[src/rtl/vga_interface.sv]
// VGA 640x480@60 timing generator with pixel colour pass-through; outputs decode the counters combinationally (zero latency).
// No backpressure: the counters free-run at one pixel per clock, and the colour source must keep pace with ColunaOut/LinhaOut.
module vga_interface #(
  parameter int H_VISIBLE = 640,
  parameter int H_FRONT   = 16,
  parameter int H_SYNC    = 96,
  parameter int H_BACK    = 48,
  parameter int V_VISIBLE = 480,
  parameter int V_FRONT   = 10,
  parameter int V_SYNC    = 2,
  parameter int V_BACK    = 33
) (
  input  logic        Clock,
  input  logic        Reset,
  input  logic [23:0] RGB,
  output logic        h_sync,
  output logic        v_sync,
  output logic        blank,
  output logic [7:0]  R,
  output logic [7:0]  G,
  output logic [7:0]  B,
  output logic [9:0]  ColunaOut,
  output logic [9:0]  LinhaOut
);

  localparam int H_TOTAL = H_VISIBLE + H_FRONT + H_SYNC + H_BACK;
  localparam int V_TOTAL = V_VISIBLE + V_FRONT + V_SYNC + V_BACK;

  localparam logic [9:0] H_LAST      = 10'(H_TOTAL - 1);
  localparam logic [9:0] V_LAST      = 10'(V_TOTAL - 1);
  localparam logic [9:0] H_VIS       = 10'(H_VISIBLE);
  localparam logic [9:0] V_VIS       = 10'(V_VISIBLE);
  localparam logic [9:0] H_SYNC_BEG  = 10'(H_VISIBLE + H_FRONT);
  localparam logic [9:0] H_SYNC_END  = 10'(H_VISIBLE + H_FRONT + H_SYNC);
  localparam logic [9:0] V_SYNC_BEG  = 10'(V_VISIBLE + V_FRONT);
  localparam logic [9:0] V_SYNC_END  = 10'(V_VISIBLE + V_FRONT + V_SYNC);

  logic [9:0] h_q, h_d;
  logic [9:0] v_q, v_d;

  // Reset parks both counters on the last pixel of the frame so that the
  // first free-running edge lands on (0,0) and blank rises one clock later.
  always_comb begin
    h_d = h_q;
    v_d = v_q;
    if (Reset) begin
      h_d = H_LAST;
      v_d = V_LAST;
    end else if (h_q == H_LAST) begin
      h_d = '0;
      v_d = (v_q == V_LAST) ? '0 : v_q + 10'd1;
    end else begin
      h_d = h_q + 10'd1;
    end
  end

  always_ff @(posedge Clock) begin
    h_q <= h_d;
    v_q <= v_d;
  end

  always_comb begin
    blank     = (h_q < H_VIS) && (v_q < V_VIS);
    h_sync    = !((h_q >= H_SYNC_BEG) && (h_q < H_SYNC_END));
    v_sync    = !((v_q >= V_SYNC_BEG) && (v_q < V_SYNC_END));
    R         = blank ? RGB[23:16] : 8'h00;
    G         = blank ? RGB[15:8]  : 8'h00;
    B         = blank ? RGB[7:0]   : 8'h00;
    ColunaOut = h_q;
    LinhaOut  = v_q;
  end

endmodule

[config.mk]
export PLATFORM = sky130hd
export DESIGN_NAME = vga_interface
export DESIGN_NICKNAME = d
export VERILOG_FILES = /design/src/rtl/vga_interface.sv
export SDC_FILE = /design/constraint.sdc
export NUM_CORES = 1
export LEC_CHECK = 0
export BUFFER_PORTS_ARGS = -buffer_cell sky130_fd_sc_hd__buf_2
export CORE_ASPECT_RATIO = 0.6
export CORE_MARGIN = 3
export CORE_UTILIZATION = 47
export CTS_BUF_LIST = sky130_fd_sc_hd__clkbuf_16
export CTS_CLUSTER_DIAMETER = 200
export DETAILED_ROUTE_END_ITERATION = 16
export GPL_TIMING_DRIVEN = 0
export PLACE_DENSITY = 0.89
export SLEW_MARGIN = 30
export SYNTH_ARGS = -nofsm -noshare
export SYNTH_HDL_FRONTEND = slang
export SYNTH_SLANG_ARGS = --single-unit
[constraint.sdc]
create_clock -name Clock -period 2.84 [get_ports Clock]
set_input_delay 0.426 -clock Clock [delete_from_list [all_inputs] [get_ports Clock]]
set_output_delay 0.426 -clock Clock [all_outputs]
set_load 0.05 [all_outputs]
Word level (Yosys, flattened, before mapping) --
Index checks and enable logic that the tools add are counted.
Storage, ports and cells: flip-flop bits (word level) 20, bits of input ports 26, output and inout bits 47, logic and storage cells 24
Cells by class: add/subtract/negate cells 2, order comparisons 6, equal/unequal tests 2, muxes and demuxes 5, reduce and logical (&&, ||, !) cells 6
Operator list (count):
- 8-bit 2-to-1 mux | 3
- 10-bit by 1-bit adder with 10-bit output, second input constant | 2
- 10-bit == test, second input constant | 2
- 10-bit less-than comparator, second input constant | 2
- 10-bit by 9-bit less-than comparator with 1-bit output, second input constant | 2
- 10-bit 2-to-1 mux | 2
- 10-bit >= comparator, second input constant | 1
- 10-bit by 9-bit >= comparator with 1-bit output, second input constant | 1
- 1-bit logical AND | 3
- 1-bit zero test | 2
- 2-bit OR reduction | 1

Logic depth before layout (Yosys ltp) --
depth after elaboration 3, depth in mapped cells 6, mapped depth without buffers 6

Worst setup path after synthesis --
No wires, ideal clock.
path type register to output, from reg v_q[7], in the netlist LinhaOut[7], to out B[0], arrival time 2.182 ns, data required time 2.414 ns, path slack 0.232 ns, stages on the path, launching flop included 6, path buffers 1, cell sequence dfxtp_1 > and3_1 > nand2_1 > and3_1 > clkbuf_1 > and2_1
Between the ends: longest elaborated chain between the ends 3
RTL lines:
- from (decl) | RTL line 39 | logic [9:0] v_q, v_d;
- from (signal assigned) | RTL line 59 | v_q <= v_d;
- 10-bit by 9-bit less-than comparator with 1-bit output | RTL line 63 | blank = (h_q < H_VIS) && (v_q < V_VIS);
- 1-bit logical AND | RTL line 63
- net blank | RTL line 18 | output logic blank,
- 8-bit 2-to-1 mux | RTL line 68 | B = blank ? RGB[7:0] : 8'h00;
- to (decl) | RTL line 21 | output logic [7:0] B,
The timed path passes the listed nets, and every way through them passes these cells.

Final worst setup path --
from reg v_q[7], in the netlist LinhaOut[7], to out R[6]
Between the ends: longest elaborated chain between the ends 3
RTL lines:
- 10-bit by 9-bit less-than comparator with 1-bit output | RTL line 63
- 1-bit logical AND | RTL line 63
- 8-bit 2-to-1 mux | RTL line 66 | R = blank ? RGB[23:16] : 8'h00;
- to (decl) | RTL line 19 | output logic [7:0] R,
No other way between the ends.

==> metrics.md <==
| Metric | Value |
|---|---|
| Run status | `finished clean` |
| Synth Area in Adders | `0.0400` |
| P per Cell Area | `approximately 950 mW/mm^2` |
| Vias | `between 1000 and 1500` |
| Clk Latency, worst-skew pair | `250 ps` |
| R2r setup slk | `800 ps` |
| Clock buffer depth | `2` |
| CTS tree | `yes` |
| Syn nets | `about 180` |
| CP startpoint kind | `flop` |
| Clock sink count | `20` |
| Post-route setup TNS | `0 ps` |
| Worst Tran Pin Value | `between 400 and 500 ps` |
| FFs w/ async S/R, synth | `0` |
| DRC Markers | `0` |
| WL final | `roughly 3500 microns` |
| Most frequent cells in the layout | `buf_2 (72), and2_1 (24), dfxtp_1 (20)` |
| Hold depth | `2` |
| Commonest non-fill, non-tap cell in the layout | `buf_2` |
| Ys Warns | `0` |
| Syn_area_per_cell | `about 8.5 sq um` |
| Critical path fanouts, max | `10` |
| Final Hold Slack | `460 ps` |
| Post-DRT Antenna Nets | `0` |
| # port buffers | `72` |
| H-tree Lvls | `1` |
| DRT iter0 DRCs | `81` |
| Max-cap violation count | `0` |
| Unrepaired setup endpoints after global routing | `no` |
| Via density | `~5` |
| Post-cts sizing count | `0` |
| Die width | `around 73 microns` |
| First-pass GRT wire length | `between 5000 and 6000 microns` |
| Area delta synth->final | `37.8%` |
| Vias in the first global route | `~1200` |
| Clock slew at reported path FFs | `roughly 50 ps` |
| Share of cells above drive strength 1 | `0.386` |
| VDD IR max | `approximately 0.00095 V` |
| Crit share post-route | `0.808` |
| Root Driver | `clkbuf_16` |
| Multiplexer share of the synthesized area | `0.0160` |
| Nets | `255` |
| Gr ovfl total | `0` |
| HP Start | `Reset` |
| Total die area | `around 0.0033 sq mm` |
| FF-to-FF End | `LinhaOut[5]$_SDFFE_PP0N_` |
| Post-synthesis register bit count | `20` |
| Fmax | `roughly 440 MHz` |
| Cells on worst reg2reg path | `5` |
| Worst EP required | `around 2400 ps` |
| Final hold violations | `0` |
| Die H | `46.0 microns` |
| Initial antenna violation count | `0` |
| TritonCTS buffer count | `3` |
| Slew HR | `0.727` |
| Syn Std Cell Area | `approximately 0.0013 sq mm` |
| Compound-Gate Fraction of Synth Area | `0.0839` |
| Core Region | `roughly 0.0023 sq mm` |
| Setup Buffers After CTS | `0` |
| Post-Synth Simple-Gate Area | `0.399` |
| Overall Global Routing Usage | `0.215` |
| Hold EP | `ColunaOut[6]$_SDFF_PP0_` |
| Library cells used by synthesis | `39` |
| Core Rows | `13` |
| Detailed placement HPWL | `~2800 microns` |
| Number of diodes | `0` |
| Synthesized instance count | `roughly 150` |
| CP Class | `flop to output port` |
| RR Startpoint | `ColunaOut[0]$_SDFF_PP1_` |
| Worst Hold Class | `input pin to flop` |
| GPL Wtd Cong | `roughly 0.8` |
| Largest net degree at the start of global routing | `11` |
| Synth Flop Type | `dfxtp_1` |
| Post-synth EDFFs | `0` |
| Crit. End Element | `output port` |
| Placed cells | `250` |
| Worst Clk Skew | `about 2.4 ps` |
| Layout Cells excl Fill | `approximately 250` |
| Hold buffers post-CTS | `0` |
| Initial Util | `0.535` |
| Finish-stage setup viols | `0` |
| # IOs | `73` |
| Max-slew violations | `0` |
| Post-Synth XOR/XNOR Area | `0.0909` |
| Leakage Power | `0.852 nW` |
| Wire per inst | `roughly 14 microns` |
| Largest family of logic cells by synthesized area | `simple AND/OR/NAND/NOR gates` |
| Sequential share of the synthesized area | `0.320` |
| Min Tclk post-route | `about 2300 ps` |
| Drt first pass iters | `4` |
| Worst path arrival time | `about 1900 ps` |
## cell families after synthesis
family | after synthesis
multiplexers | 2
AO/OA/AOI/OAI | 15
XOR/XNOR | 13
flip-flops | 20
adder cells (fa/ha/maj) | 4
buffers and inverters | 14
AND/OR/NAND/NOR | 80
## metal layers
metal	up-vias	GRT usage	wire length (microns)
met1	591	0.304	1650
met4	0	0.0441	6
li1	671	-	-
met5	-	0	0
met3	2	0.0639	201
met2	40	0.326	1620
## final cells by class
cell class,instances,area [sq um]
multi-input combinational,114,788
fill,193,617
sequential,20,400
timing repair buffer,72,360
clock buffer,3,75.1
inverter,10,37.5
tap,30,37.5
buffer,4,26.3
## how the worst max path moves through the flow
stage	from	to	slack (ps)	cells after the start
CTS	LinhaOut[7]$_SDFFE_PP0N_	R[6]	540	6
detailed placement	ColunaOut[0]$_SDFF_PP1_	LinhaOut[6]$_SDFFE_PP0N_	810	5
global placement	LinhaOut[6]$_SDFFE_PP0N_	B[5]	830	6
floorplan	LinhaOut[7]$_SDFFE_PP0N_	B[0]	230	5
finish	LinhaOut[7]$_SDFFE_PP0N_	R[6]	550	6
global route	LinhaOut[7]$_SDFFE_PP0N_	B[3]	390	6
## synth_stat cells (2+ instances only)
cell / n / share of area
nor4_1: 6 / 0.030
dfxtp_1: 20 / 0.32
clkbuf_1: 2 / 0.0060
nand2_1: 8 / 0.024
nand3_1: 8 / 0.032
nor3_1: 5 / 0.020
and2_1: 24 / 0.12
nand4_1: 3 / 0.015
ha_1: 4 / 0.040
xor2_1: 5 / 0.035
xnor2_1: 8 / 0.056
a21oi_1: 2 / 0.0080
o21ai_0: 7 / 0.028
inv_1: 9 / 0.027
or4_1: 3 / 0.018
and3_1: 3 / 0.015
mux2i_1: 2 / 0.016
nor2_1: 8 / 0.024
## power by group
part / internal, mW / switching (mW) / total, mW / leakage (nW)
logic: 0.280 / 0.629 / 0.909 / 0.651
registers: 0.346 / 0.102 / 0.449 / 0.164
clock network: 0.186 / 0.0973 / 0.283 / 0.0370
total: 0.812 / 0.828 / 1.64 / 0.852
## critical path, stage by stage (launching register included)
cell	delay, ps
dfxtp_1	350
and3_1	230
nand2_1	80
and3_1	240
clkbuf_1	270
and2_1	180
buf_2	260
## sequential cells by signal, indices dropped and copies added, names as in the netlist
register	count
ColunaOut	10
LinhaOut	10
## through the flow
| stage | cell area (sq um) | worst slack (ps) | utilization | power (mW) |
|---|---|---|---|---|
| floorplan | 1250 | 232 | - | 1.16 |
| global placement | 1650 | 830 | 0.705 | 1.34 |
| detailed placement | 1650 | 810 | 0.705 | 1.36 |
| CTS | 1730 | 545 | 0.737 | 1.64 |
| global route | 1730 | 389 | 0.737 | 1.75 |
| finish | 1730 | 546 | 0.737 | 1.64 |
(Power assumes the default switching activity.)
